## src/rtl/hazard_ctrl.sv

```systemverilog
// Pipeline hazard and sequencing controller for the 5-stage RV32I core.
// It makes the stall, flush and bubble decisions, selects EX operand forwarding and keeps debug counters.
module hazard_ctrl (
    input  logic        clk,
    input  logic        rst,
    input  logic        id_valid,
    input  logic [4:0]  id_rs1,
    input  logic [4:0]  id_rs2,
    input  logic        id_uses_rs1,
    input  logic        id_uses_rs2,
    input  logic        id_serialize,
    input  logic [4:0]  ex_rs1,
    input  logic [4:0]  ex_rs2,
    input  logic [4:0]  ex_rd,
    input  logic        ex_mem_read,
    input  logic        ex_redirect,
    input  logic [4:0]  mem_rd,
    input  logic        mem_reg_write,
    input  logic [4:0]  wb_rd,
    input  logic        wb_regwrite,
    input  logic        dmem_req,
    input  logic        dmem_ready,
    output logic        pc_stall,
    output logic        if_id_stall,
    output logic        if_id_flush,
    output logic        id_ex_flush,
    output logic        ex_mem_stall,
    output logic [1:0]  fwd_a,
    output logic [1:0]  fwd_b,
    output logic [15:0] stall_cycles,
    output logic [15:0] flush_count
);

    typedef enum logic {S_RUN, S_DRAIN} state_t;

    state_t      r_state;
    logic        r_ex_v;
    logic        r_mem_v;
    logic        r_wb_v;
    logic [15:0] r_stall_cnt;
    logic [15:0] r_flush_cnt;

    logic w_any_v;
    logic w_mem_wait;
    logic w_redirect;
    logic w_serialize;
    logic w_load_use;

    assign w_any_v    = r_ex_v | r_mem_v | r_wb_v;
    assign w_mem_wait = dmem_req & ~dmem_ready;
    assign w_redirect = ~w_mem_wait & ex_redirect & r_ex_v;
    assign w_serialize = ~w_mem_wait & ~w_redirect & id_valid & id_serialize & w_any_v;
    assign w_load_use = ~w_mem_wait & ~w_redirect & ~w_serialize & ex_mem_read & r_ex_v &
                        (ex_rd != 5'd0) &
                        ((id_uses_rs1 & (id_rs1 == ex_rd)) | (id_uses_rs2 & (id_rs2 == ex_rd)));

    // The nearer producer (EX/MEM) wins over MEM/WB; x0 is never forwarded.
    function automatic logic [1:0] fwd_sel(
        input logic [4:0] rs,
        input logic       mem_hit_en,
        input logic [4:0] m_rd,
        input logic       wb_hit_en,
        input logic [4:0] w_rd
    );
        if (mem_hit_en && m_rd != 5'd0 && m_rd == rs)
            return 2'b01;
        else if (wb_hit_en && w_rd != 5'd0 && w_rd == rs)
            return 2'b10;
        else
            return 2'b00;
    endfunction

    always_comb begin
        // NOTE: every output gets a default before any branch so no latch is inferred.
        pc_stall     = 1'b0;
        if_id_stall  = 1'b0;
        if_id_flush  = 1'b0;
        id_ex_flush  = 1'b0;
        ex_mem_stall = 1'b0;
        fwd_a        = 2'b00;
        fwd_b        = 2'b00;
        if (!rst) begin
            if (w_mem_wait) begin
                pc_stall     = 1'b1;
                if_id_stall  = 1'b1;
                ex_mem_stall = 1'b1;
            end else if (w_redirect) begin
                if_id_flush = 1'b1;
                id_ex_flush = 1'b1;
            end else if (w_serialize || w_load_use) begin
                pc_stall    = 1'b1;
                if_id_stall = 1'b1;
                id_ex_flush = 1'b1;
            end
            fwd_a = fwd_sel(ex_rs1, mem_reg_write & r_mem_v, mem_rd, wb_regwrite & r_wb_v, wb_rd);
            fwd_b = fwd_sel(ex_rs2, mem_reg_write & r_mem_v, mem_rd, wb_regwrite & r_wb_v, wb_rd);
        end
    end

    always_ff @(posedge clk) begin
        // NOTE: state is updated with non-blocking assignments so every register samples pre-edge values.
        if (rst) begin
            r_state     <= S_RUN;
            r_ex_v      <= 1'b0;
            r_mem_v     <= 1'b0;
            r_wb_v      <= 1'b0;
            r_stall_cnt <= 16'd0;
            r_flush_cnt <= 16'd0;
        end else begin
            // A memory wait freezes EX and MEM; WB drains into a bubble.
            if (ex_mem_stall) begin
                r_wb_v <= 1'b0;
            end else begin
                r_ex_v  <= id_valid & ~id_ex_flush;
                r_mem_v <= r_ex_v;
                r_wb_v  <= r_mem_v;
            end

            if (pc_stall && r_stall_cnt != 16'hFFFF)
                r_stall_cnt <= r_stall_cnt + 16'd1;
            if (w_redirect && r_flush_cnt != 16'hFFFF)
                r_flush_cnt <= r_flush_cnt + 16'd1;

            case (r_state)
                S_RUN: begin
                    if (w_serialize)
                        r_state <= S_DRAIN;
                end
                S_DRAIN: begin
                    if (!w_mem_wait && (w_redirect || !w_any_v))
                        r_state <= S_RUN;
                end
                default: r_state <= S_RUN;
            endcase
        end
    end

    assign stall_cycles = r_stall_cnt;
    assign flush_count  = r_flush_cnt;

endmodule
```

## config.mk

```make
export PLATFORM = sky130hd
export DESIGN_NAME = hazard_ctrl
export DESIGN_NICKNAME = d
export VERILOG_FILES = /design/src/rtl/hazard_ctrl.sv
export SDC_FILE = /design/constraint.sdc
export NUM_CORES = 1
export LEC_CHECK = 0
export CAP_MARGIN = 20
export CORE_UTILIZATION = 39
export DETAILED_ROUTE_END_ITERATION = 12
export HOLD_SLACK_MARGIN = 0.03
export PLACE_DENSITY = 0.87
export RECOVER_POWER = 25
export SKIP_CTS_REPAIR_TIMING = 1
export SYNTH_ARGS = -nofsm -noshare
export SYNTH_HDL_FRONTEND = slang
export SYNTH_SLANG_ARGS = --single-unit
```

## constraint.sdc

```tcl
create_clock -name clk -period 2.63 [get_ports clk]
set_input_delay 0.789 -clock clk [delete_from_list [all_inputs] [get_ports clk]]
set_output_delay 0.789 -clock clk [all_outputs]
set_load 0.02 [all_outputs]
```

==> results of run 1 <==
==> registers in the layout, summed over array words and instances (netlist names) <==
signal / cells
flush_count: 16
stall_cycles: 16
r_ex_v: 1
r_mem_v: 1
r_wb_v: 1
==> power by group through the flow <==
stage          clock (mW)  combinational, mW  sequential, mW
3_3_place_gp            0              0.225           0.551
4_1_cts             0.408              0.232           0.539
5_1_grt             0.435              0.260           0.539
2_1_floorplan           0             0.0927           0.554
3_5_place_dp            0              0.231           0.552
6_report            0.398              0.244           0.539
==> worst max path at each step <==
| stage | to | slack [ps] | cells past startpoint |
|---|---|---|---|
| after global placement | fwd_a[1] | -1100 | 7 |
| final | fwd_a[1] | -400 | 6 |
| after global routing | fwd_b[1] | -440 | 6 |
| after floorplan | fwd_b[1] | -110 | 4 |
| after detailed placement | fwd_a[1] | -1130 | 7 |
| after CTS | fwd_a[1] | -1150 | 7 |
==> cell usage after synthesis (all sizes together) (2+ instances only) <==
cell type and n:
dfxtp 35, nor2 26, xnor2 23, a21oi 20
xor2 18, o21ai 15, or3 15, nand2 14
nand3 14, nand4 12, or4 7, buf 6
inv 6, nor4 6, clkbuf 5, nor3 5
o31ai 4, and2 3, mux2i 3, nor3b 3
ha 2, nor2b 2, o21a 2, o21ba 2
o311a 2, o31a 2
==> layout make-up <==
cell class | instances | area, um2
multi-input combinational | 209 | 1489
tap | 70 | 87.58
timing repair buffer | 119 | 1187
clock buffer | 6 | 82.58
inverter | 6 | 22.52
clock inverter | 1 | 5.005
sequential | 35 | 700.7
fill | 420 | 1663
==> logic make-up after synthesis <==
group,after synthesis
XOR/XNOR,41
adder cells (fa/ha/maj),2
AND/OR/NAND/NOR,112
AO/OA/AOI/OAI,51
flip-flops,35
multiplexers,3
buffers and inverters,17
==> routing by layer <==
layer	GRT usage, %	vias to the layer above	wire length (um)
li1	-	1175	-
met1	24.84	1124	2751
met2	38.74	56	3227
met3	4.671	11	215
met4	8.462	0	103
met5	0	-	0
==> tightest hold or removal path, cell delays in order (launching register included) <==
cell     delay (ps)
dfxtp_1         330
o21ai_0          80
a21oi_1          60
==> impl_metrics.yaml, run 1 <==
setup_path:
  cp-startpoint: "wb_rd[1]"
  crit_chain: "clkdlybuf4s50_1 > or4_4 > o21ai_4 > nor4_2 > and4_4 > buf_6"
  start_kind: "input pin"
  cp.arrival_ps: 2240
  slowest_delay_ps: 450
  worst-setup-path-type: "input pin to output pin"
  rr_worst_depth: 7
  r2r_end: "stall_cycles[1]$_SDFFE_PP0P_"
  worstSetupEndpointType: "output pin"
  cp_max_fo: 2
  crit_required_ps: 1840
  worst-path-buf-inv: 2
  worstReg2RegStart: "stall_cycles[8]$_SDFFE_PP0P_"
  critPathTopFamily: "simple AND/OR/NAND/NOR gates"
  crit_slowest_cell: "or4_4"
  r2r_slack_ps: 620
synthesis:
  yosys.area.top_type_share_pct: 32.37
  ys.flop_type: "dfxtp_1"
  synth_xor_area_share_pct: 16.59
  synth-seq-area-share_pct: 32.37
  yosysWarnings: 0
  synth_area_leaders: "dfxtp_1 (32%), xnor2_1 (9.3%), xor2_1 (7.3%)"
  yosys.area.top_type: "dfxtp_1"
  synth-simple-area-share_pct: 28.55
  syn_area_um2: 2165
  synth_compound_area_share_pct: 15.43
  synth-edff-count: 0
  synthAdderAreaFrac_pct: 1.156
  netlist_instances: 261
  synthArstFlopShare_pct: 0
  yosys.cell_types.count: 41
  ys_ff_latch: 35
  synth_area_per_cell_um2: 8.293
  synth_top_family_by_area: "simple AND/OR/NAND/NOR gates"
  synthMuxAreaShare_pct: 1.387
  syn_nets: 310
place:
  dp_hpwl_um: 4677
  dp.cells: 437
  io_buffer_count: 87
  place_ws_ps: -1127
  placed_area_um2: 3309
  gp_congestion: 0.9527
power_and_ir_drop:
  power.share.clock_pct: 33.7
  powerDensity_nw_per_um2: 330.6
  pwr-share-seq_pct: 45.6
  pwr-share-comb_pct: 20.7
  power.switching_mw: 0.3025
  p_leak_nw: 1.488
  p_int_mw: 0.8793
  switching_share_pct: 25.59
  peakVddDrop_mv: 0.2831
  total_power_mw: 1.182
final_layout:
  syn_to_final_growth_pct: 65.14
  drive_gt1_share_pct: 22.61
  final_common_cell: "dfxtp_1"
  antennaDiodeCount: 0
  instances_no_fill: 446
  fin_util_pct: 68.25
  nets: 425
  fin_area_um2: 3575
  final_cell_mix: "dfxtp_1 (35), clkdlybuf4s50_1 (33), buf_4 (32)"
cts:
  htreeDepth: 2
  cts_root_buf: "clkbuf_8"
  clk_path_buf_depth: 2
  cts.clk_slew.worst_paths_ps: 70
  insertion_delay_ps: 290
  numCtsBuffers: 5
  cts_tree: "yes"
  cts.sinks: 35
sta:
  finalCritPeriodShare_pct: 115.1
  maxSlewHeadroom_pct: 68.88
  tightest_slew_ps: 463.0
  worst_slack_ps: -396.2
  fin_crit_ps: 3026
  hold_violations: 0
  finalSetupViolCount: 7
  maxSlewViolCount: 0
  finClkSkew_ps: 2.380
  setup_tns_ps: -2194
  rsz0062_at_grt: "yes"
  fmax_ghz: 0.3304
  hold_ws_ps: 523.4
global_routing:
  track_usage_pct: 21.62
  antenna_found_initial: 0
  gr-total-overflow: 0
  grt_pass1_vias: 2288
  grt_pass1_wl_um: 10270
  grt_start_max_net_pins: 31
detailed_routing:
  drc: 0
  drt_iter0_drc: 86
  vias: 2366
  detail-route-antenna-nets: 0
  wirelength_um: 6298
  vias_per_cell: 5.305
  wl_per_cell_um: 14.12
  first_pass_iters: 4
run:
  max_cap_viol_count: 0
min_path:
  hold_class: "register to register"
  hold_start: "flush_count[13]$_SDFFE_PP0P_"
  hold_end: "flush_count[13]$_SDFFE_PP0P_"
  whs_path_depth: 2
floorplan:
  die_area_um2: 5852
  die_x_um: 76.50
  die_h_um: 76.50
  num_rows: 26
  start_util_pct: 41.33
  ios: 88
  core_area_um2: 5238
run_status:
  failed_checks: "setup timing"
  outcome: "complete, but fails checks"
Power figures use the tool's default switching activity.
==> run 2, diff against run 1 <==
--- a/config.mk
+++ b/config.mk
@@ -8,2 +8,3 @@
 export CAP_MARGIN = 20
+export CORE_MARGIN = 1
 export CORE_UTILIZATION = 39
--- a/constraint.sdc
+++ b/constraint.sdc
@@ -3,2 +3,2 @@
 set_output_delay 0.789 -clock clk [all_outputs]
-set_load 0.02 [all_outputs]
+set_load 0.01 [all_outputs]
==> impl_metrics.yaml, run 2 (synthesis results as in run 1) <==
cts:
  htreeDepth: 2
  cts.clk_slew.worst_paths_ps: 70
  numCtsBuffers: 5
  clk_path_buf_depth: 2
  cts.sinks: 35
  insertion_delay_ps: 280
  cts_tree: "yes"
  cts_root_buf: "clkbuf_8"
setup_path:
  start_kind: "input pin"
  cp.arrival_ps: 2220
  worstReg2RegStart: "r_ex_v$_SDFFE_PP0N_"
  worst-path-buf-inv: 2
  cp_max_fo: 2
  crit_chain: "clkdlybuf4s50_1 > or4_4 > o21ai_2 > nor4_1 > and4_1 > buf_2"
  crit_slowest_cell: "clkdlybuf4s50_1"
  crit_required_ps: 1840
  critPathTopFamily: "simple AND/OR/NAND/NOR gates"
  worst-setup-path-type: "input pin to output pin"
  cp-startpoint: "wb_rd[4]"
  worstSetupEndpointType: "output pin"
  slowest_delay_ps: 430
sta:
  tightest_slew_ps: 470.2
  fin_crit_ps: 3005
  worst_slack_ps: -375.3
  finClkSkew_ps: 7.972
  maxSlewViolCount: 0
  fmax_ghz: 0.3327
  finalCritPeriodShare_pct: 114.3
  finalSetupViolCount: 9
  hold_violations: 0
  hold_ws_ps: 506.4
  maxSlewHeadroom_pct: 68.44
  rsz0062_at_grt: "yes"
power_and_ir_drop:
  peakVddDrop_mv: 0.2792
  p_leak_nw: 1.456
  powerDensity_nw_per_um2: 328.9
global_routing:
  grt_start_max_net_pins: 31
  busiest_layer: "met2"
  grt_util_met2_pct: 39.10
  grt_pass1_wl_um: 10290
  antenna_found_initial: 0
  gr-usage-met1_pct: 25.02
  globalRouteMet3Util_pct: 4.910
  grt_pass1_vias: 2234
  track_usage_pct: 21.43
  gr-total-overflow: 0
detailed_routing:
  vias_per_cell: 5.336
  wirelength_um: 6457
  drc: 0
  vias: 2385
  first_pass_iters: 4
  drt_iter0_drc: 130
  detail-route-antenna-nets: 0
  wl_per_cell_um: 14.45
min_path:
  hold_class: "register to register"
  hold_start: "flush_count[13]$_SDFFE_PP0P_"
floorplan:
  die_h_um: 76.50
  ios: 88
  die_area_um2: 5852
  start_util_pct: 41.33
  core_area_um2: 5238
  die_x_um: 76.50
  num_rows: 26
final_layout:
  final_common_cell: "dfxtp_1"
  fin_area_um2: 3445
  seq_area_um2: 700.7
  fin_util_pct: 65.77
  fill_cells: 430
  nets: 425
  antennaDiodeCount: 0
  multi_input_comb_area_um2: 1434
  drive_gt1_share_pct: 20.69
  final_cell_mix: "dfxtp_1 (35), clkdlybuf4s50_1 (29), buf_4 (29)"
  instances_no_fill: 447
  syn_to_final_growth_pct: 59.13
place:
  place_ws_ps: -1075
  dp.cells: 436
  placed_area_um2: 3278
  gp_congestion: 0.8766
  dp_hpwl_um: 4804
  io_buffer_count: 87
run:
  max_cap_viol_count: 0
run_status:
  failed_checks: "setup timing"
  outcome: "complete, but fails checks"
==> run 2: layout make-up <==
class / instances / area share, %
multi-input cells: 209 / 41.63
repair buffers: 119 / 32.47
well taps: 70 / 2.543
clock buffers: 7 / 2.216
clock inverters: 1 / 0.1453
inverters: 6 / 0.6538
flip-flops and latches: 35 / 20.34
==> run 2: where the power goes <==
| group | switching, mW | internal, mW | leakage [nW] |
|---|---|---|---|
| Combinational | 0.0967 | 0.127 | 1.13 |
| Clock | 0.184 | 0.186 | 0.0422 |
| Sequential | 0.00546 | 0.534 | 0.282 |
| Total | 0.286 | 0.847 | 1.46 |
==> run 2: tightest hold or removal path, cell delays in order (launching register included) <==
cell and delay [ps]:
dfxtp_1 330, o21ai_0 70, a21oi_1 60
==> run 2: final timing paths <==
check,end,slack (ps),cells after the start
max,fwd_a[1],-380,6
min,flush_count[13]$_SDFFE_PP0P_,510,2
max reg2reg,stall_cycles[14]$_SDFFE_PP0P_,580,8
min reg2reg,flush_count[13]$_SDFFE_PP0P_,510,2
==> run 2: layer usage <==
layer / wire length, um / share of wire [%] / vias up
met1: 2738 / 42 / 1137
li1: - / - / 1175
met5: 0 / 0 / -
met2: 3407 / 53 / 63
met3: 207 / 3.2 / 10
met4: 104 / 1.6 / 0
==> run 2: stage by stage <==
step / TNS [ps] / total power, mW
5_1_grt: -2984 / 1.186
2_1_floorplan: -12.29 / 0.6396
4_1_cts: -8286 / 1.139
6_report: -2085 / 1.133
3_5_place_dp: -13520 / 0.7728
3_3_place_gp: -11960 / 0.7668
==> run 3, diff against run 2 <==
Settings changed: CELL_PAD_IN_SITES_DETAIL_PLACEMENT set to 0, CELL_PAD_IN_SITES_GLOBAL_PLACEMENT set to 2, CORE_UTILIZATION 39 to 21, PLACE_DENSITY 0.87 to 0.86.
==> impl_metrics.yaml, run 3 (synthesis results as in run 1) <==
final_layout:
  nets: 431
  final_cell_mix: "dfxtp_1 (35), buf_4 (35), clkdlybuf4s50_1 (31)"
  drive_gt1_share_pct: 22.77
  antennaDiodeCount: 0
  fin_area_um2: 3602
  instances_no_fill: 515
  syn_to_final_growth_pct: 66.42
sta:
  maxSlewHeadroom_pct: 66.74
  setup_tns_ps: -2076
  rsz0062_at_grt: "yes"
  fmax_ghz: 0.3390
  hold_violations: 0
  finalCritPeriodShare_pct: 112.2
  finalSetupViolCount: 9
  maxSlewViolCount: 0
  finClkSkew_ps: 5.863
  tightest_slew_ps: 494.7
  fin_crit_ps: 2950
  worst_slack_ps: -320.1
power_and_ir_drop:
  powerDensity_nw_per_um2: 326.1
  peakVddDrop_mv: 0.2108
  p_leak_nw: 1.494
  total_power_mw: 1.175
setup_path:
  start_kind: "input pin"
  worstSetupEndpointType: "output pin"
  crit_required_ps: 1840
  worst-setup-path-type: "input pin to output pin"
  cp_max_fo: 2
  cp.arrival_ps: 2160
detailed_routing:
  wl_per_cell_um: 13.25
  first_pass_iters: 4
  vias_per_cell: 4.497
  vias: 2316
  drc: 0
  detail-route-antenna-nets: 0
  drt_iter0_drc: 35
  wirelength_um: 6823
cts:
  cts.clk_slew.worst_paths_ps: 70
  numCtsBuffers: 5
  cts.sinks: 35
  cts_root_buf: "clkbuf_8"
  cts_tree: "yes"
  htreeDepth: 2
  clk_path_buf_depth: 2
  insertion_delay_ps: 280
floorplan:
  die_x_um: 103.5
  num_rows: 36
  die_h_um: 103.5
  core_area_um2: 9864
  die_area_um2: 10720
  ios: 88
  start_util_pct: 21.94
run_status:
  outcome: "complete, but fails checks"
  failed_checks: "setup timing"
min_path:
  hold_class: "register to register"
global_routing:
  grt_start_max_net_pins: 31
  gr-total-overflow: 0
  grt_pass1_vias: 2305
  grt_pass1_wl_um: 11120
  track_usage_pct: 12.59
  antenna_found_initial: 0
place:
  dp_hpwl_um: 5137
  io_buffer_count: 87
  gp_congestion: 0.7984
  placed_area_um2: 3395
  dp.cells: 504
run:
  max_cap_viol_count: 0
[run 3: changes by cell type in the layout (fill, tap and decap cells not counted), moves of 2 or more]
cell             delta
buf_4               +6
clkbuf_2            -2
clkbuf_1            -2
clkdlybuf4s50_1     +2
nor3_2              +2
[run 3: layout make-up]
| class | instances | area (um2) |
|---|---|---|
| flip-flops and latches | 35 | 700.7 |
| fillers | 1004 | 6262 |
| multi-input cells | 209 | 1449 |
| well taps | 133 | 166.4 |
| repair buffers | 125 | 1176 |
| clock inverters | 1 | 5.005 |
| inverters | 6 | 22.52 |
| clock buffers | 6 | 82.58 |
[run 3: final timing paths]
kind	from	end	slack (ps)	cells past startpoint
min reg2reg	flush_count[13]$_SDFFE_PP0P_	flush_count[13]$_SDFFE_PP0P_	510	2
min	flush_count[13]$_SDFFE_PP0P_	flush_count[13]$_SDFFE_PP0P_	510	2
max	mem_rd[2]	fwd_a[1]	-320	7
max reg2reg	stall_cycles[8]$_SDFFE_PP0P_	stall_cycles[1]$_SDFFE_PP0P_	600	7
[run 3: worst max-delay path: stages]
cell and delay (ps):
buf_6 90, or4_4 510, o211ai_1 270, nor4_2 100, nand3_1 110, and4_1 160
buf_2 130
[run 3: where the power goes]
| part | internal [mW] | switching, mW | leakage, nW |
|---|---|---|---|
| Clock | 0.206 | 0.199 | 0.0470 |
| Combinational | 0.133 | 0.0969 | 1.16 |
| Sequential | 0.534 | 0.00559 | 0.282 |
[run 3: stage by stage]
| step | hold WS, ps | util (%) | setup WS (ps) |
|---|---|---|---|
| finish | 505.8 | 36.52 | -320.1 |
| global route | 550.9 | 36.52 | -385.6 |
| CTS | 508.3 | 35.30 | -1025 |
| detailed placement | 491.6 | 34.41 | -1019 |
| global placement | 489.6 | 34.41 | -974.6 |
| floorplan | 483.0 | - | -12.29 |
[run 3: layer usage]
metal / share of wire, % / wire length [um] / up-vias / GRT usage, %
li1: - / - / 1180 / -
met1: 46 / 3130 / 1085 / 15.52
met2: 50 / 3383 / 40 / 22.34
met3: 3.0 / 206 / 11 / 2.517
met4: 1.5 / 103 / 0 / 3.002
met5: 0 / 0 / - / 0
